[src/rtl/rv_core_pkg.sv]
// Shared core definitions: datapath and register-file geometry, writeback FSM
// states and small register-index helpers.
package rv_core_pkg;

    localparam int XLEN       = 32;
    localparam int REG_ADDR_W = 5;
    localparam int NUM_REGS   = 32;

    typedef enum logic [1:0] {
        IDLE  = 2'd0,
        WAIT  = 2'd1,
        FORCE = 2'd2
    } wb_state_t;

    // x0 is hard-wired, so it never carries a real destination.
    function automatic logic reg_is_live(input logic [REG_ADDR_W-1:0] idx);
        return idx != {REG_ADDR_W{1'b0}};
    endfunction

    function automatic logic [NUM_REGS-1:0] reg_onehot(input logic en,
                                                       input logic [REG_ADDR_W-1:0] idx);
        return {{(NUM_REGS-1){1'b0}}, en} << idx;
    endfunction

endpackage

[src/rtl/rf_writeback_ctrl_if.sv]
// Bundle between decode/execute/memory and the register-file write controller.
interface rf_writeback_ctrl_if;
    import rv_core_pkg::*;

    logic                  iss_valid;
    logic [REG_ADDR_W-1:0] iss_rs1;
    logic [REG_ADDR_W-1:0] iss_rs2;
    logic [REG_ADDR_W-1:0] iss_rd;
    logic                  stall;
    logic                  alu_valid;
    logic [REG_ADDR_W-1:0] alu_rd;
    logic [XLEN-1:0]       alu_data;
    logic                  ld_valid;
    logic                  ld_ready;
    logic [REG_ADDR_W-1:0] ld_rd;
    logic [XLEN-1:0]       ld_data;
    logic                  rf_we;
    logic [REG_ADDR_W-1:0] rf_a3;
    logic [XLEN-1:0]       rf_wd;
    logic                  err_unexp;

    modport master (
        output iss_valid, iss_rs1, iss_rs2, iss_rd,
        output alu_valid, alu_rd, alu_data,
        output ld_valid, ld_rd, ld_data,
        input  stall, ld_ready, rf_we, rf_a3, rf_wd, err_unexp
    );

    modport slave (
        input  iss_valid, iss_rs1, iss_rs2, iss_rd,
        input  alu_valid, alu_rd, alu_data,
        input  ld_valid, ld_rd, ld_data,
        output stall, ld_ready, rf_we, rf_a3, rf_wd, err_unexp
    );

endinterface

[src/rtl/rf_scoreboard.sv]
// Per-register pending bits with set-on-issue / clear-on-commit and hazard lookups.
module rf_scoreboard import rv_core_pkg::*; (
    input  logic                  clk,
    input  logic                  reset,
    input  logic                  set_en,
    input  logic [REG_ADDR_W-1:0] set_idx,
    input  logic                  clr_en,
    input  logic [REG_ADDR_W-1:0] clr_idx,
    input  logic [REG_ADDR_W-1:0] rs1,
    input  logic [REG_ADDR_W-1:0] rs2,
    input  logic [REG_ADDR_W-1:0] rd,
    input  logic [REG_ADDR_W-1:0] res_idx,
    output logic                  hz_rs1,
    output logic                  hz_rs2,
    output logic                  hz_rd,
    output logic                  res_pending
);

    logic [NUM_REGS-1:0] pending_r;
    logic [NUM_REGS-1:0] pend_next_s;

    // Set is applied after clear so a same-index collision keeps the bit set.
    always_comb begin
        pend_next_s = (pending_r & ~reg_onehot(clr_en, clr_idx)) | reg_onehot(set_en, set_idx);
    end

    // Pending state; bit 0 is forced low so x0 can never raise a hazard.
    always_ff @(posedge clk or posedge reset) begin
        if (reset) begin
            pending_r <= {NUM_REGS{1'b0}};
        end else begin
            pending_r <= {pend_next_s[NUM_REGS-1:1], 1'b0};
        end
    end

    assign hz_rs1      = pending_r[rs1];
    assign hz_rs2      = pending_r[rs2];
    assign hz_rd       = pending_r[rd];
    assign res_pending = pending_r[res_idx];

endmodule

[src/rtl/rf_writeback_ctrl.sv]
// Register-file write-port owner: ALU-over-load arbitration, registered write
// port, unexpected-result flag and load starvation guard.
module rf_writeback_ctrl import rv_core_pkg::*; #(
    parameter int STARVE_MAX = 4
) (
    input  logic                clk,
    input  logic                reset,
    rf_writeback_ctrl_if.slave  wb
);

    localparam int                 CNT_W    = $clog2(STARVE_MAX + 1);
    localparam logic [CNT_W-1:0]   CNT_ZERO = CNT_W'(0);
    localparam logic [CNT_W-1:0]   CNT_ONE  = CNT_W'(1);
    localparam logic [CNT_W-1:0]   CNT_LAST = CNT_W'(STARVE_MAX - 1);
    localparam logic [CNT_W-1:0]   CNT_MAX  = CNT_W'(STARVE_MAX);

    wb_state_t             state_r, state_next_s;
    logic [CNT_W-1:0]      cnt_r, cnt_next_s;
    logic                  rf_we_r;
    logic [REG_ADDR_W-1:0] rf_a3_r;
    logic [XLEN-1:0]       rf_wd_r;
    logic                  err_r;

    logic                  hz_rs1_s, hz_rs2_s, hz_rd_s, res_pend_s;
    logic                  stall_s, iss_acc_s, ld_ready_s, ld_blocked_s;
    logic                  res_valid_s;
    logic [REG_ADDR_W-1:0] res_rd_s;
    logic [XLEN-1:0]       res_data_s;

    // Loads are refused during reset so an in-flight result is dropped, not written.
    assign ld_ready_s   = ~wb.alu_valid & ~reset;
    assign ld_blocked_s = wb.ld_valid & ~ld_ready_s;
    assign stall_s      = (state_r == FORCE) | (wb.iss_valid & (hz_rs1_s | hz_rs2_s | hz_rd_s));
    assign iss_acc_s    = wb.iss_valid & ~stall_s;

    rf_scoreboard u_scoreboard (
        .clk         (clk),
        .reset       (reset),
        .set_en      (iss_acc_s),
        .set_idx     (wb.iss_rd),
        .clr_en      (rf_we_r),
        .clr_idx     (rf_a3_r),
        .rs1         (wb.iss_rs1),
        .rs2         (wb.iss_rs2),
        .rd          (wb.iss_rd),
        .res_idx     (res_rd_s),
        .hz_rs1      (hz_rs1_s),
        .hz_rs2      (hz_rs2_s),
        .hz_rd       (hz_rd_s),
        .res_pending (res_pend_s)
    );

    // Select the one result that owns the write port this cycle.
    always_comb begin
        res_valid_s = 1'b0;
        res_rd_s    = {REG_ADDR_W{1'b0}};
        res_data_s  = {XLEN{1'b0}};
        if (wb.alu_valid) begin
            res_valid_s = 1'b1;
            res_rd_s    = wb.alu_rd;
            res_data_s  = wb.alu_data;
        end else if (wb.ld_valid && ld_ready_s) begin
            res_valid_s = 1'b1;
            res_rd_s    = wb.ld_rd;
            res_data_s  = wb.ld_data;
        end else begin
            res_valid_s = 1'b0;
        end
    end

    // Registered write port; an x0 result completes its handshake but writes nothing.
    always_ff @(posedge clk or posedge reset) begin
        if (reset) begin
            rf_we_r <= 1'b0;
            rf_a3_r <= {REG_ADDR_W{1'b0}};
            rf_wd_r <= {XLEN{1'b0}};
        end else if (res_valid_s) begin
            rf_we_r <= reg_is_live(res_rd_s);
            rf_a3_r <= res_rd_s;
            rf_wd_r <= res_data_s;
        end else begin
            rf_we_r <= 1'b0;
        end
    end

    // Sticky flag for a result that no issued instruction is waiting on.
    always_ff @(posedge clk or posedge reset) begin
        if (reset) begin
            err_r <= 1'b0;
        end else if (res_valid_s && reg_is_live(res_rd_s) && !res_pend_s) begin
            err_r <= 1'b1;
        end
    end

    // Starvation FSM state and blocked-cycle counter.
    always_ff @(posedge clk or posedge reset) begin
        if (reset) begin
            state_r <= IDLE;
            cnt_r   <= CNT_ZERO;
        end else begin
            state_r <= state_next_s;
            cnt_r   <= cnt_next_s;
        end
    end

    // Count consecutive blocked load cycles; FORCE stops issue so the ALU drains.
    always_comb begin
        state_next_s = state_r;
        cnt_next_s   = cnt_r;
        case (state_r)
            IDLE: begin
                if (ld_blocked_s) begin
                    state_next_s = WAIT;
                    cnt_next_s   = CNT_ONE;
                end else begin
                    cnt_next_s   = CNT_ZERO;
                end
            end
            WAIT: begin
                if (!ld_blocked_s) begin
                    state_next_s = IDLE;
                    cnt_next_s   = CNT_ZERO;
                end else if (cnt_r >= CNT_LAST) begin
                    state_next_s = FORCE;
                    cnt_next_s   = CNT_MAX;
                end else begin
                    cnt_next_s   = cnt_r + CNT_ONE;
                end
            end
            FORCE: begin
                if (!ld_blocked_s) begin
                    state_next_s = IDLE;
                    cnt_next_s   = CNT_ZERO;
                end else begin
                    cnt_next_s   = CNT_MAX;
                end
            end
            default: begin
                state_next_s = IDLE;
                cnt_next_s   = CNT_ZERO;
            end
        endcase
    end

    assign wb.stall     = stall_s;
    assign wb.ld_ready  = ld_ready_s;
    assign wb.rf_we     = rf_we_r;
    assign wb.rf_a3     = rf_a3_r;
    assign wb.rf_wd     = rf_wd_r;
    assign wb.err_unexp = err_r;

endmodule
[src/flat_wrapper.sv]
// flat-port wrapper written by rule: the top's interface ports become plain ports
module rf_writeback_ctrl_flat import rv_core_pkg::*;
#(
    parameter int STARVE_MAX = 4
)
  (clk, reset, wb_iss_valid, wb_iss_rs1, wb_iss_rs2, wb_iss_rd, wb_alu_valid, wb_alu_rd, wb_alu_data, wb_ld_valid, wb_ld_rd, wb_ld_data, wb_stall, wb_ld_ready, wb_rf_we, wb_rf_a3, wb_rf_wd, wb_err_unexp);
  rf_writeback_ctrl_if wb_i ();
  input  logic clk;
  input  logic reset;
  input wire logic [$bits(wb_i.iss_valid)-1:0] wb_iss_valid;
  input wire logic [$bits(wb_i.iss_rs1)-1:0] wb_iss_rs1;
  input wire logic [$bits(wb_i.iss_rs2)-1:0] wb_iss_rs2;
  input wire logic [$bits(wb_i.iss_rd)-1:0] wb_iss_rd;
  input wire logic [$bits(wb_i.alu_valid)-1:0] wb_alu_valid;
  input wire logic [$bits(wb_i.alu_rd)-1:0] wb_alu_rd;
  input wire logic [$bits(wb_i.alu_data)-1:0] wb_alu_data;
  input wire logic [$bits(wb_i.ld_valid)-1:0] wb_ld_valid;
  input wire logic [$bits(wb_i.ld_rd)-1:0] wb_ld_rd;
  input wire logic [$bits(wb_i.ld_data)-1:0] wb_ld_data;
  output wire logic [$bits(wb_i.stall)-1:0] wb_stall;
  output wire logic [$bits(wb_i.ld_ready)-1:0] wb_ld_ready;
  output wire logic [$bits(wb_i.rf_we)-1:0] wb_rf_we;
  output wire logic [$bits(wb_i.rf_a3)-1:0] wb_rf_a3;
  output wire logic [$bits(wb_i.rf_wd)-1:0] wb_rf_wd;
  output wire logic [$bits(wb_i.err_unexp)-1:0] wb_err_unexp;
  assign wb_i.iss_valid = wb_iss_valid;
  assign wb_i.iss_rs1 = wb_iss_rs1;
  assign wb_i.iss_rs2 = wb_iss_rs2;
  assign wb_i.iss_rd = wb_iss_rd;
  assign wb_i.alu_valid = wb_alu_valid;
  assign wb_i.alu_rd = wb_alu_rd;
  assign wb_i.alu_data = wb_alu_data;
  assign wb_i.ld_valid = wb_ld_valid;
  assign wb_i.ld_rd = wb_ld_rd;
  assign wb_i.ld_data = wb_ld_data;
  assign wb_stall = wb_i.stall;
  assign wb_ld_ready = wb_i.ld_ready;
  assign wb_rf_we = wb_i.rf_we;
  assign wb_rf_a3 = wb_i.rf_a3;
  assign wb_rf_wd = wb_i.rf_wd;
  assign wb_err_unexp = wb_i.err_unexp;
  rf_writeback_ctrl #(.STARVE_MAX(STARVE_MAX)) u_core (.clk(clk), .reset(reset), .wb(wb_i));
endmodule
[config.mk]
export PLATFORM = sky130hd
export DESIGN_NAME = rf_writeback_ctrl_flat
export DESIGN_NICKNAME = d
export VERILOG_FILES = /design/src/rtl/rv_core_pkg.sv /design/src/rtl/rf_writeback_ctrl_if.sv /design/src/rtl/rf_scoreboard.sv /design/src/rtl/rf_writeback_ctrl.sv /design/src/flat_wrapper.sv
export SDC_FILE = /design/constraint.sdc
export NUM_CORES = 1
export LEC_CHECK = 0
export ABC_CLOCK_PERIOD_IN_PS = 5550
export CELL_PAD_IN_SITES_DETAIL_PLACEMENT = 1
export CELL_PAD_IN_SITES_GLOBAL_PLACEMENT = 1
export CORE_UTILIZATION = 38
export CTS_CLUSTER_SIZE = 14
export DETAILED_ROUTE_END_ITERATION = 12
export GPL_ROUTABILITY_DRIVEN = 0
export GPL_TIMING_DRIVEN = 0
export MAX_ROUTING_LAYER = met4
export PLACE_DENSITY = 0.93
export SYNTH_ARGS = -nofsm -noshare
export SYNTH_HDL_FRONTEND = slang
export SYNTH_SLANG_ARGS = --single-unit
[constraint.sdc]
create_clock -name clk -period 5.55 [get_ports clk]
set_input_delay 1.11 -clock clk [delete_from_list [all_inputs] [get_ports clk]]
set_output_delay 1.11 -clock clk [all_outputs]
set_load 0.02 [all_outputs]
# [After elaboration in Yosys (flattened, before gate mapping)]
# Cells that the tools add are included.
[classes] eq_ne=5 shift=2 n_reduce_logical=7 add_sub_neg=1 magnitude_cmp=5 muxes=25 bitwise_logic=14
[ops] op="two-way mux 32 bit" n=2
[ops] op="left shift 1 x 5 -> 32 bit" n=2
[ops] op="AND 32 bit" n=1
[ops] op="inverter 32 bit" n=1
[ops] op="bitwise OR 32 bit" n=1
[ops] op="< comparator 5 x 6 -> 1 bit (second input constant)" n=4
[ops] op="binary-select mux 1 bit (select 5 bit)" n=4
[ops] op="two-way mux 5 bit" n=2
[ops] op="two-way mux 3 bit" n=3
[ops] op="one-hot mux 3 bit (3 select lines)" n=1
[ops] op="two-way mux 1 bit" n=8
[ops] op="two-way mux 2 bit" n=4
[ops] op="one-hot mux 2 bit (3 select lines)" n=1
[ops] op="nonzero test 5 bit" n=1
[ops] op="AND 1 bit" n=4
[ops] op="inverter 1 bit" n=4
[ops] op="adder 3 x 1 -> 3 bit (second input constant)" n=1
[ops] op="greater-or-equal comparator 3 x 2 -> 1 bit (second input constant)" n=1
[ops] op="logical AND 1 bit" n=3
[ops] op="inequality test 3 bit (second input constant)" n=1
[ops] op="bitwise OR 1 bit" n=3
[ops] op="AND reduction 3 bit" n=1
[ops] op="== test 2 x 1 -> 1 bit (second input constant)" n=1
[ops] op="== test 2 bit (second input constant)" n=1
[ops] op="other kinds (4)" n=4
[totals] out_inout_bits=41 word_cells=66 regBits=75

# [Longest topological paths before layout]
# Gate-level depths: netlist (run 1).
[depth] word_depth=10 ltp_mapped=9 mapped_depth_nobuf=6

# [Cells and area by module]
# From an unflattened synthesis (run 1), not the netlist that was laid out.
[unflattened] cells_unflattened=441 hier_area_um2=4536.9
[modules_own_cells] mod="rf_scoreboard" area_per_inst_um2=2497.4 cells_each=271 seq_area_each_um2=775.7 instances=1
[modules_own_cells] mod="rf_writeback_ctrl" area_per_inst_um2=2039.5 cells_each=170 seq_area_each_um2=1101.1 instances=1

# [Worst setup path after synthesis (run 1)]
# OpenSTA, ideal clock, no wires.
[synth_path] path_kind="input -> output" from="input port wb_iss_rs1[2]" to="output port wb_stall" t_arrival_ps=2866 setup_slack_ps=1574 path_stages=9 path_cell_list="clkbuf_1 buf_2 mux2i_1 a22oi_1 o311a_1 nor4_2 nand4_2 buf_6 a21bo_2"
[synth_between] elab_chain_len=6
[synth_rtl] element="from (decl)" line="flat_wrapper.sv:11" source="input wire logic [$bits(wb_i.iss_rs1)-1:0] wb_iss_rs1;"
[synth_rtl] element="binary-select mux 1 bit (select 5 bit)" line="rf_scoreboard.sv:36" source="assign hz_rs1 = pending_r[rs1];"
[synth_rtl] element="two-way mux 1 bit (not written as such)" line="rf_scoreboard.sv:36"
[synth_rtl] element="bitwise OR 1 bit (2 in a row)" line="rf_writeback_ctrl.sv:33" source="assign stall_s = (state_r == FORCE) | (wb.iss_valid & (hz_rs1_s | hz_rs2_s | hz_rd_s));"
[synth_rtl] element="AND 1 bit" line="rf_writeback_ctrl.sv:33"
[synth_rtl] element="bitwise OR 1 bit" line="rf_writeback_ctrl.sv:33"
[synth_rtl] element="to (decl)" line="flat_wrapper.sv:20" source="output wire logic [$bits(wb_i.stall)-1:0] wb_stall;"
# No other way between the ends. The select of a mux whose other input is x is not followed.

# [Worst setup path in the final report (run 1)]
[layout_path] from="input port wb_iss_rs2[1]" to="output port wb_stall"
[layout_between] elab_chain_len=6
[layout_rtl] element="from (decl)" line="flat_wrapper.sv:12" source="input wire logic [$bits(wb_i.iss_rs2)-1:0] wb_iss_rs2;"
[layout_rtl] element="binary-select mux 1 bit (select 5 bit)" line="rf_scoreboard.sv:37" source="assign hz_rs2 = pending_r[rs2];"
[layout_rtl] element="two-way mux 1 bit (not written as such)" line="rf_scoreboard.sv:37"
[layout_rtl] element="bitwise OR 1 bit (2 in a row)" line="rf_writeback_ctrl.sv:33"
[layout_rtl] element="AND 1 bit" line="rf_writeback_ctrl.sv:33"
[layout_rtl] element="bitwise OR 1 bit" line="rf_writeback_ctrl.sv:33"
# No other way between the ends. The select of a mux whose other input is x is not followed.

==> results.json, run 1 <==
{
  "cts.path.max_buffers": 2,
  "ant_nets": 0,
  "hold_violations": 0,
  "cts_resized": 0,
  "switching_share": 0.380,
  "place_area_um2": 6160,
  "drc_errors": 0,
  "start_kind": "primary input",
  "design_area_um2": 6470,
  "port_buffers": 129,
  "endpoint_kind": "primary output",
  "setup_violations": 0,
  "multi_input_area_um2": 2590,
  "antenna_found_initial": 0,
  "die-area_um2": 12700,
  "cts_inserted_buffers": 9,
  "firstDrtPassIters": 5,
  "critPathMaxFanout": 10,
  "layout.nets": 757,
  "cap_violations": 0,
  "filler_cell_count": 1386,
  "worstHoldPathType": "reg -> reg",
  "power.switching_mw": 0.861,
  "viasPerCell": 6.16,
  "synthTopCellsByArea": "dfrtp_1 (40%), nand2_1 (10%), o21ai_0 (6.4%)",
  "grt_max_degree": 55,
  "syn_inst": 520,
  "cts_sinks": 75,
  "grtUsageTotal": 0.321,
  "max_freq_ghz": 0.187,
  "r2r_start": "u_core.u_scoreboard.pending_r[6]$_DFF_PP0_",
  "register_area_um2": 1880,
  "ys.flop_type": "dfrtp_1",
  "whs_ns": 0.478,
  "ff2ff_path_depth": 7,
  "ys_ff_latch": 75,
  "grt_pass1_vias": 5452,
  "skew_ns": 0.00540,
  "synth_common_cells": "nand2_1 (124), dfrtp_1 (75), o21ai_0 (60)",
  "worstReg2RegEnd": "u_core.u_scoreboard.pending_r[7]$_DFF_PP0_",
  "status": "completed",
  "rsz0062_at_grt": "false",
  "grt_first_pass_wirelength_mm": 30.1,
  "fp.dieH_um": 113,
  "core_um2": 12000,
  "clkLatencyLatePin_ns": 0.34,
  "cts_root_buf": "clkbuf_16",
  "wirelength_mm": 19.4,
  "ff2ff_setup_slack_ns": 2.91,
  "syn_nets": 616,
  "power.total_mw": 2.27,
  "cts_tree": "done",
  "slew_violations": 0,
  "wl_per_cell_um": 23.8,
  "period_needed_ns": 5.33,
  "drive_above_1_share": 0.0901,
  "synth_warnings": 0,
  "die_x_um": 113,
  "path_clk_slew_ns": 0.06,
  "yosysUniqueCellTypes": 58,
  "synth_area_per_cell_um2": 8.95,
  "drtIter0Drc": 412,
  "vias": 5005,
  "fin_setup_tns_ns": 0,
  "critPathKind": "in -> out",
  "rows": 40,
  "p_seq_frac": 0.417,
  "antenna_cells": 0,
  "maxSlewHeadroom": 0.239,
  "seq_area_frac_synth": 0.403,
  "clock_power_share": 0.270,
  "finalCritPeriodShare": 0.961,
  "hpwl_mm": 13.9,
  "htreeDepth": 3,
  "synth-async-reset-ratio": 1.00,
  "synth-edff-count": 0,
  "cts_setup_buffers": 0,
  "power_density_nw_per_um2": 351,
  "io_pins": 135,
  "grt-ovfl-total": 0,
  "cp-startpoint": "wb_iss_rs2[1]",
  "vdd_drop_max_uv": 196,
  "start_util": 0.389,
  "yosysTopAreaCell": "dfrtp_1",
  "yosysTopAreaCellShare": 0.403,
  "finish.utilization": 0.541,
  "arrival_ns": 4.22,
  "synth_area_um2": 4660,
  "cp.required_ns": 4.44,
  "endpoint": "wb_stall",
  "synth.most_common_cell": "nand2_1",
  "area_delta_synth_final_pct": 38.9,
  "p_leak_nw": 2.67,
  "cts_hold_buf": 0,
  "comb_power_share": 0.313,
  "p_int_mw": 1.41,
  "tightestPinTransition_ns": 1.14
}
## per-layer routing
| metal | part of all wire | up-vias | global-route usage |
|---|---|---|---|
| li1 | - | 2185 | - |
| met1 | 0.39 | 2522 | 0.377 |
| met5 | 0 | - | - |
| met4 | 0.046 | 0 | 0.164 |
| met2 | 0.49 | 223 | 0.524 |
| met3 | 0.067 | 75 | 0.0659 |
## how the worst min path moves through the flow
stage	start	endpoint	depth (start not counted)
global placement	u_core.wb.rf_wd[11]$_DFFE_PP0P_	u_core.wb.rf_wd[11]$_DFFE_PP0P_	2
finish	u_core.wb.rf_wd[5]$_DFFE_PP0P_	u_core.wb.rf_wd[5]$_DFFE_PP0P_	2
detailed placement	u_core.wb.rf_wd[4]$_DFFE_PP0P_	u_core.wb.rf_wd[4]$_DFFE_PP0P_	2
CTS	u_core.wb.rf_wd[5]$_DFFE_PP0P_	u_core.wb.rf_wd[5]$_DFFE_PP0P_	2
global route	u_core.wb.rf_wd[25]$_DFFE_PP0P_	u_core.wb.rf_wd[25]$_DFFE_PP0P_	2
floorplan	u_core.state_r[0]$_DFFE_PP0P_	u_core.cnt_r[0]$_DFF_PP0_	1
## flip-flops by register name, indices dropped and copies added (netlist names)
register                       count
u_core.u_scoreboard.pending_r     31
u_core.wb.rf_we                    1
u_core.cnt_r                       3
u_core.state_r                     2
u_core.wb.rf_wd                   32
u_core.wb.rf_a3                    5
u_core.wb.err_unexp                1
## cells in the final DEF, fill, tap and decap left out, types with 4 or more instances in the layout
cell type          n
or2_2              7
and3_1             6
nor3_1             4
a21oi_1            6
nand2_1          124
mux2i_1           16
nand3_1           11
nor2_1            12
o21ai_0           60
nor4_1             4
buf_6              4
o22ai_1            4
mux2_2            12
nand3b_1           9
nor2b_1           11
o31ai_1            6
and2_1             4
clkbuf_1          25
buf_2              5
a211oi_1           6
a2111oi_0          5
a22oi_1           34
clkbuf_16          9
mux4_2             7
nand2b_1          12
inv_1              4
clkdlybuf4s50_1  129
dfrtp_1           75
## critical path, stage by stage
cell and delay [ns]:
clkdlybuf4s50_1 0.54, buf_6 0.17, mux2_4 0.30, a221oi_1 0.29, nor4_1 0.09, nor4_2 0.49
nand4_2 0.28, buf_6 0.22, a21bo_2 0.21, clkdlybuf4s50_1 0.53
## cell type report
| type | instances | share of cell area |
|---|---|---|
| Timing Repair Buffer | 130 | 0.204 |
| Buffer | 35 | 0.0265 |
| Multi-Input combinational cell | 405 | 0.400 |
| Clock inverter | 4 | 0.00755 |
| Clock buffer | 12 | 0.0397 |
| Sequential cell | 75 | 0.290 |
| Tap cell | 147 | 0.0284 |
| Inverter | 5 | 0.00329 |
## power by group through the flow
stage,clock [mW],combinational [mW],sequential (mW)
4_1_cts,0.611,0.705,0.924
3_5_place_dp,0,0.691,0.931
5_1_grt,0.636,0.768,0.942
6_report,0.613,0.711,0.945
2_1_floorplan,0,0.405,0.827
3_3_place_gp,0,0.647,0.912
## cell families (layout without fill, tap and decap cells)
| logic type | Yosys count | count (layout) | synth area share |
|---|---|---|---|
| simple gates | 220 | 220 | 0.231 |
| flops | 75 | 75 | 0.403 |
| mux | 39 | 39 | 0.117 |
| fa+ha+maj | 2 | 2 | 0.00537 |
| compound gates | 144 | 144 | 0.202 |
| buf+inv | 40 | 186 | 0.0408 |
## per-stage QoR
| step | cells | setup WS [ns] |
|---|---|---|
| 6_report | 813 | 0.215 |
| 5_1_grt | 813 | 0.168 |
| 4_1_cts | 813 | 0.273 |
| 3_5_place_dp | 797 | 0.290 |
| 3_3_place_gp | 796 | 0.314 |
| 2_1_floorplan | 520 | 1.57 |
(Power assumes the default switching activity.)
==> inputs of run 2 (changes only) <==
Settings changed: CORE_MARGIN from default to 5, REMOVE_ABC_BUFFERS from default to 1.
==> results.json, run 2 (same netlist as run 1, synthesis figures left out) <==
{
  "status": "completed",
  "vdd_drop_max_uv": 175,
  "critPathKind": "in -> out",
  "grt_pass1_vias": 5303,
  "cts_inserted_buffers": 9,
  "place_area_um2": 6060,
  "antenna_found_initial": 0,
  "hold_violations": 0,
  "cts_root_buf": "clkbuf_16",
  "fp.dieH_um": 121,
  "skew_ns": 0.00643,
  "viasPerCell": 6.21,
  "fin_ws_ns": 0.0745,
  "wirelength_mm": 18.5,
  "period_needed_ns": 5.48,
  "layout.nets": 731,
  "cts.path.max_buffers": 2,
  "die_x_um": 121,
  "setup_violations": 0,
  "worstHoldPathType": "reg -> reg",
  "wl_per_cell_um": 23.6,
  "htreeDepth": 3,
  "tightestPinTransition_ns": 1.25,
  "firstDrtPassIters": 5,
  "cap_violations": 0,
  "area_delta_synth_final_pct": 37.5,
  "drtIter0Drc": 368,
  "drc_errors": 0,
  "arrival_ns": 4.37,
  "pre_cts_ws_ns": -0.450,
  "filler_cell_count": 1361,
  "critPathMaxFanout": 16,
  "grt_max_degree": 76,
  "hpwl_mm": 13.1,
  "rows": 40,
  "design_area_um2": 6400,
  "port_buffers": 134,
  "largest_reg_flops": 32,
  "cts_sinks": 75,
  "start_util": 0.388,
  "rsz0062_at_grt": "false",
  "ant_nets": 0,
  "final_common_cell": "clkdlybuf4s50_1",
  "maxSlewHeadroom": 0.166,
  "endpoint_kind": "primary output",
  "clkLatencyLatePin_ns": 0.34,
  "finalCritPeriodShare": 0.987,
  "die-area_um2": 14600,
  "grt-ovfl-total": 0,
  "drive_above_1_share": 0.0906,
  "grt_first_pass_wirelength_mm": 28.8,
  "power.total_mw": 2.23,
  "max_freq_ghz": 0.183,
  "start_kind": "primary input",
  "power_density_nw_per_um2": 349,
  "grtUsageTotal": 0.261,
  "path_clk_slew_ns": 0.06,
  "antenna_cells": 0,
  "slew_violations": 0,
  "io_pins": 135,
  "p_leak_nw": 2.64,
  "cp.required_ns": 4.44,
  "vias": 4888,
  "core_um2": 12000,
  "mostFrequentLayoutCells": "clkdlybuf4s50_1 (129), nand2_1 (124), dfrtp_1 (75), o21ai_0 (59), a22oi_1 (34)",
  "cts_tree": "done",
  "finish.utilization": 0.533
}
==> run 2: routing by layer <==
metal	GRT usage	share of wire	up-vias	routed length (µm)
li1	-	-	2134	-
met1	0.294	0.37	2411	6850
met2	0.445	0.51	278	9430
met3	0.0613	0.087	65	1610
met4	0.109	0.036	0	663
met5	-	0	-	0
==> run 2: repair_timing <==
item | 4_1_cts | 5_1_grt
setup buffers | 0 | 2
pin swaps | 0 | 3
cloned | 0 | 1
setup endpoints to repair | 1 | 1
gates resized for setup | 3 | 6
hold buffers | 0 | 0
==> run 2: per-stage QoR <==
stage               TNS [ns]  std cells  hold slack [ns]
finish                     0        787            0.478
global route               0        787            0.514
CTS                        0        784            0.486
detailed placement    -0.450        768            0.463
global placement      -0.404        766            0.458
floorplan                  0        485            0.490
==> run 2: power by group <==
group / internal [mW] / switching [mW] / leakage, nW
logic: 0.355 / 0.350 / 1.59
clock network: 0.362 / 0.231 / 0.142
registers: 0.681 / 0.253 / 0.914
==> run 2: path summary, 6_finish.rpt <==
path                                                        startpoint                                           to  slack, ns  depth (start not counted)
max                                                      wb_iss_rs2[0]                                     wb_stall       0.07                          8
min                                    u_core.wb.rf_wd[24]$_DFFE_PP0P_              u_core.wb.rf_wd[24]$_DFFE_PP0P_       0.48                          2
max reg2reg                u_core.u_scoreboard.pending_r[29]$_DFF_PP0_  u_core.u_scoreboard.pending_r[17]$_DFF_PP0_       2.85                          6
min reg2reg                            u_core.wb.rf_wd[24]$_DFFE_PP0P_              u_core.wb.rf_wd[24]$_DFFE_PP0P_       0.48                          2
max in group asynchronous                                        reset               u_core.wb.rf_wd[0]$_DFFE_PP0P_       3.83                          3
min in group asynchronous                                        reset              u_core.wb.err_unexp$_DFFE_PP0P_       1.14                          2
==> run 2: cell type report <==
type	instances	area [µm²]	share of cell area
Tap cell	147	184	0.0287
Multi-Input combinational cell	406	2620	0.410
Clock inverter	5	62.6	0.00977
Sequential cell	75	1880	0.293
Clock buffer	11	243	0.0379
Timing Repair Buffer	138	1390	0.217
Inverter	5	21.3	0.00332
==> run 2: critical path, cell delays in order <==
cell and delay [ns]:
clkdlybuf4s50_1 0.72, mux4_2 0.55, o211ai_1 0.17, a21oi_1 0.10
nor4_4 0.49, nand4_4 0.36, a21bo_2 0.31, clkdlybuf4s50_1 0.53
==> inputs of run 3 (changes only) <==
Settings changed: ABC_CLOCK_PERIOD_IN_PS 5550 to 5250, CORE_ASPECT_RATIO from default to 1.5, CORE_UTILIZATION 38 to 36, PLACE_DENSITY 0.93 to default, PLACE_DENSITY_LB_ADDON from default to 0.25.
Clock period 5.55 ns to 5.25 ns, I/O delays scaled along.
==> results.json, run 3 (same netlist as run 1, synthesis figures left out) <==
{
  "status": "completed",
  "filler_cell_count": 1492,
  "cts_root_buf": "clkbuf_16",
  "antenna_cells": 0,
  "critPathKind": "in -> out",
  "skew_ns": 0.00497,
  "grt_max_degree": 66,
  "cap_violations": 0,
  "core_um2": 12800,
  "p_leak_nw": 2.64,
  "cp-startpoint": "wb_iss_rs2[0]",
  "clkLatencyLatePin_ns": 0.33,
  "layout.nets": 730,
  "grt_pass1_vias": 5223,
  "final_common_cell": "clkdlybuf4s50_1",
  "critPathMaxFanout": 16,
  "die-area_um2": 15400,
  "numPlacedInstances": 780,
  "start_util": 0.363,
  "max_freq_ghz": 0.196,
  "die_x_um": 103,
  "finish.utilization": 0.501,
  "arrival_ns": 4.05,
  "power_density_nw_per_um2": 368,
  "start_kind": "primary input",
  "vias": 4704,
  "grt-ovfl-total": 0,
  "whs_ns": 0.480,
  "wl_per_cell_um": 22.2,
  "finalCritPeriodShare": 0.972,
  "mostFrequentLayoutCells": "clkdlybuf4s50_1 (127), nand2_1 (124), dfrtp_1 (75), o21ai_0 (59), a22oi_1 (34)",
  "cts_hold_buf": 0,
  "endpoint_kind": "primary output",
  "area_delta_synth_final_pct": 37.9,
  "path_clk_slew_ns": 0.06,
  "fin_ws_ns": 0.146,
  "r2r_start": "u_core.u_scoreboard.pending_r[5]$_DFF_PP0_",
  "slew_violations": 0,
  "place_area_um2": 6070,
  "instances_no_fill": 798,
  "tightestPinTransition_ns": 1.23,
  "cts_sinks": 75,
  "cts.path.max_buffers": 2,
  "hold_violations": 0,
  "drtIter0Drc": 175,
  "drive_above_1_share": 0.0923,
  "antenna_found_initial": 0,
  "grtUsageTotal": 0.244,
  "period_needed_ns": 5.10,
  "wirelength_mm": 17.7,
  "setup_violations": 0,
  "cts_inserted_buffers": 9,
  "hpwl_mm": 13.0,
  "io_pins": 135,
  "rsz0062_at_grt": "false",
  "worstHoldPathType": "reg -> reg",
  "hold_path_startpoint": "u_core.wb.rf_wd[16]$_DFFE_PP0P_",
  "fin_setup_tns_ns": 0,
  "rows": 51,
  "firstDrtPassIters": 4,
  "viasPerCell": 5.89,
  "grt_first_pass_wirelength_mm": 27.6,
  "largest_reg_flops": 32,
  "ant_nets": 0,
  "pre_cts_ws_ns": -0.689,
  "htreeDepth": 3,
  "vdd_drop_max_uv": 170,
  "port_buffers": 134,
  "cp.required_ns": 4.20,
  "design_area_um2": 6420,
  "cts_tree": "done",
  "maxSlewHeadroom": 0.177,
  "fp.dieH_um": 149,
  "drc_errors": 0,
  "power.total_mw": 2.36
}
==> run 3: timing repair <==
item	CTS	global route
cloned	1	0
gates resized for setup	10	9
pin swaps	2	3
buffers inserted	1	0
setup endpoints to repair	1	1
==> run 3: final cells by class <==
cell class	count	area, µm²	share of cell area
multi-input cells	406	2640	0.411
clock inverters	4	48.8	0.00760
flip-flops and latches	75	1880	0.292
inverters	5	21.3	0.00331
well taps	159	199	0.0310
repair buffers	137	1380	0.215
clock buffers	12	256	0.0399
==> run 3: layer usage <==
metal	up-vias	part of all wire	wire length, µm	GRT usage
met5	-	0	0	-
li1	2131	-	-	-
met1	2336	0.37	6590	0.261
met4	0	0.050	888	0.129
met2	187	0.51	9090	0.408
met3	50	0.065	1150	0.0618
==> run 3: worst paths after layout <==
| path | endpoint | slack [ns] | cells past startpoint |
|---|---|---|---|
| setup / recovery | wb_stall | 0.15 | 8 |
| hold / removal | u_core.wb.rf_wd[16]$_DFFE_PP0P_ | 0.48 | 2 |
| setup reg to reg | u_core.u_scoreboard.pending_r[19]$_DFF_PP0_ | 2.60 | 6 |
| hold reg to reg | u_core.wb.rf_wd[16]$_DFFE_PP0P_ | 0.48 | 2 |
| max in group asynchronous | u_core.u_scoreboard.pending_r[21]$_DFF_PP0_ | 3.55 | 3 |
| min in group asynchronous | u_core.wb.rf_wd[10]$_DFFE_PP0P_ | 1.13 | 2 |
==> run 3: power by group <==
group          internal, mW  switching [mW]  total (mW)
combinational         0.374           0.351       0.726
sequential            0.719           0.289        1.01
clock                 0.393           0.236       0.629
==> run 3: critical path, cell delays in order <==
cell             delay, ns
dlygate4sd2_1         0.46
mux4_1                0.62
nor2b_1               0.13
nor4_1                0.08
nor4_4                0.51
nand4_4               0.35
a21bo_2               0.30
clkdlybuf4s50_1       0.54
==> variant, RTL diff (settings of run 1) <==
`STARVE_MAX` is set to 4 in 2 places; all go to 8.
--- a/src/rtl/rf_writeback_ctrl.sv
+++ b/src/rtl/rf_writeback_ctrl.sv
@@ -1,7 +1,7 @@
 // Register-file write-port owner: ALU-over-load arbitration, registered write
 // port, unexpected-result flag and load starvation guard.
 module rf_writeback_ctrl import rv_core_pkg::*; #(
-    parameter int STARVE_MAX = 4
+    parameter int STARVE_MAX = 8
 ) (
     input  logic                clk,
     input  logic                reset,
--- a/src/flat_wrapper.sv
+++ b/src/flat_wrapper.sv
@@ -1,7 +1,7 @@
 // flat-port wrapper written by rule: the top's interface ports become plain ports
 module rf_writeback_ctrl_flat import rv_core_pkg::*;
 #(
-    parameter int STARVE_MAX = 4
+    parameter int STARVE_MAX = 8
 )
   (clk, reset, wb_iss_valid, wb_iss_rs1, wb_iss_rs2, wb_iss_rd, wb_alu_valid, wb_alu_rd, wb_alu_data, wb_ld_valid, wb_ld_rd, wb_ld_data, wb_stall, wb_ld_ready, wb_rf_we, wb_rf_a3, wb_rf_wd, wb_err_unexp);
   rf_writeback_ctrl_if wb_i ();
Behaviour: not the same (Yosys sat finds a counterexample within 10 cycles, from zero or initial values and one cycle with reset high).
==> variant against run 1 <==
The flow now finishes with violations (DRC). Routed wire length rose by 1.4%. Total power rose by 4.8%. Cell area fell by 0.50%. Worst setup slack improved by 0.032 ns. Sequential cell count rose by 1. Clock skew rose by 0.0019 ns. Die area fell by 0.61%. Area after synthesis fell by 0.62%. Via count fell by 2.5%. Critical path type unchanged. Critical endpoint unchanged.
==> variant: results (changes against run 1) <==
[sta]
clock_skew_ns=0.007267  ; +0.001863 ns
finalSetupTns_ns=0  ; unchanged
tightestPinTransition_ns=1.121  ; -0.01797 ns

[synth]
syn-num-nets=577  ; -6.3%
post_synth_fa_ha_maj_area_fraction=0.002704  ; -0.002671
synthTopCellsByCount=sky130_fd_sc_hd__nand2_1, sky130_fd_sc_hd__dfrtp_1, sky130_fd_sc_hd__o21ai_0
synth-compound-area-share=0.1842  ; -0.01821
yosys.area_share.xor_xnor=0  ; unchanged
synth_async_sr_flop_share=1.000  ; unchanged
ys_types=52  ; -10%
muxShareOfSynthArea=0.1639  ; +0.04643
synth_seq_area_share=0.4110  ; +0.007916
yosys-top-cells-area=sky130_fd_sc_hd__dfrtp_1, sky130_fd_sc_hd__nand2_1, sky130_fd_sc_hd__mux4_2

[layout]
diodes=0  ; unchanged
nets=717  ; -5.3%
largest_reg_flops=32  ; unchanged
drive_above_1_share=0.1214  ; +0.03132
filler_cells_inserted=1322  ; -4.6%

[clock_tree]
clock-root-buffer=sky130_fd_sc_hd__clkbuf_16
clockBufferDepth=2  ; unchanged
clkTransAtPathRegs_ns=0.06  ; about the same
ctsResizeCount=0  ; unchanged
post-cts-setup-buffer-count=0  ; unchanged
cts.htree.levels=3  ; unchanged

[drt]
wl_per_cell_um=25.57  ; +7.2%
dr.pass1.iters=9  ; +4
drt_drc_violations_left=5  ; +5
detailedRoute.firstIterationViolations=402  ; -2.4%
vias=4881  ; -2.5%

[grt]
grt_start_max_net_pins=53  ; -3.6%
first_global_vias=5457  ; +0.092%
first_pass_grt_wire_length_mm=30.33  ; +0.89%
track_usage=0.3334  ; +0.01204

[setup_path]
cp_max_fo=10  ; unchanged
worst_ep_arrival_time_ns=4.19  ; -0.03 ns
timing.reg2reg.worst_path_depth=7  ; unchanged

[power]
cellLeakagePower_nw=2.614  ; -2.1%
max_ir_drop_vdd_mv=0.1794  ; -8.4%

[placement]
io_buffer_count=128  ; -0.78%
hpwl_mm=13.63  ; -2.0%
placement.setup.worst_slack_ns=0.3125  ; +0.02207 ns
placedInstanceArea_sq_mm=0.006117  ; -0.71%

[min_path]
min_path_type=reg2reg

[status]
outcome=complete, but fails checks
failed_checks=DRC

[variant: cell types whose count changed in the layout (fill, tap and decap cells not counted), sizes merged, moves of 5 or more]
cell / before / now
clkbuf: 36 / 28
mux4: 10 / 24
nor2b: 11 / 5
nand2b: 12 / 6
nor3: 4 / 10
o21ai: 60 / 66
mux2: 13 / 7
or2: 7 / 1
nand3b: 9 / 4
[variant: critical path, cell delays in order]
cell and delay, ns:
sky130_fd_sc_hd__clkdlybuf4s50_1 0.52, sky130_fd_sc_hd__buf_2 0.28, sky130_fd_sc_hd__mux2_2 0.37, sky130_fd_sc_hd__o22ai_1 0.20, sky130_fd_sc_hd__nor4_1 0.08, sky130_fd_sc_hd__nor4_1 0.47, sky130_fd_sc_hd__nand2_2 0.25, sky130_fd_sc_hd__a211o_1 0.37
sky130_fd_sc_hd__clkdlybuf4s50_1 0.54
[variant: logic make-up after synthesis]
| group | after synthesis |
|---|---|
| compound gates | 126 |
| fa+ha+maj | 1 |
| mux | 43 |
| flops | 76 |
| simple gates | 203 |
| buf+inv | 33 |
[variant: where the power goes]
group	switching (mW)	total (mW)	internal, mW
clock network	0.243	0.647	0.404
logic	0.407	0.809	0.402
registers	0.231	0.922	0.690
total	0.881	2.38	1.50
[variant: final timing paths]
kind	from	to	slack, ns
setup / recovery	wb_iss_rs1[2]	wb_stall	0.25
hold reg to reg	u_core.wb.rf_wd[2]$_DFFE_PP0P_	u_core.wb.rf_wd[2]$_DFFE_PP0P_	0.48
max in group asynchronous	reset	u_core.wb.rf_wd[30]$_DFFE_PP0P_	3.59
hold / removal	u_core.wb.rf_wd[2]$_DFFE_PP0P_	u_core.wb.rf_wd[2]$_DFFE_PP0P_	0.48
min in group asynchronous	reset	u_core.wb.rf_wd[16]$_DFFE_PP0P_	1.36
setup reg to reg	u_core.u_scoreboard.pending_r[29]$_DFF_PP0_	u_core.u_scoreboard.pending_r[6]$_DFF_PP0_	3.09
[variant: per-layer routing]
metal	routed length, um	share of wire	GRT usage
met1	6928	0.35	0.3529
met3	1711	0.087	0.07613
met2	10080	0.51	0.5797
met5	0	0	-
met4	941	0.048	0.1787
[variant: layout make-up]
type                       instances  share of cell area
timing repair buffer             129              0.2034
sequential                        76              0.2956
clock inverter                     4             0.01147
tap                              143             0.02781
clock buffer                      11             0.03773
inverter                           5            0.003306
buffer                            28             0.02178
multi-input combinational        373              0.3989
[variant: per-stage QoR]
step                std cells    util
floorplan                 482       -
global placement          753  0.5219
detailed placement        754  0.5245
CTS                       769  0.5517
global route              769  0.5517
finish                    769  0.5517
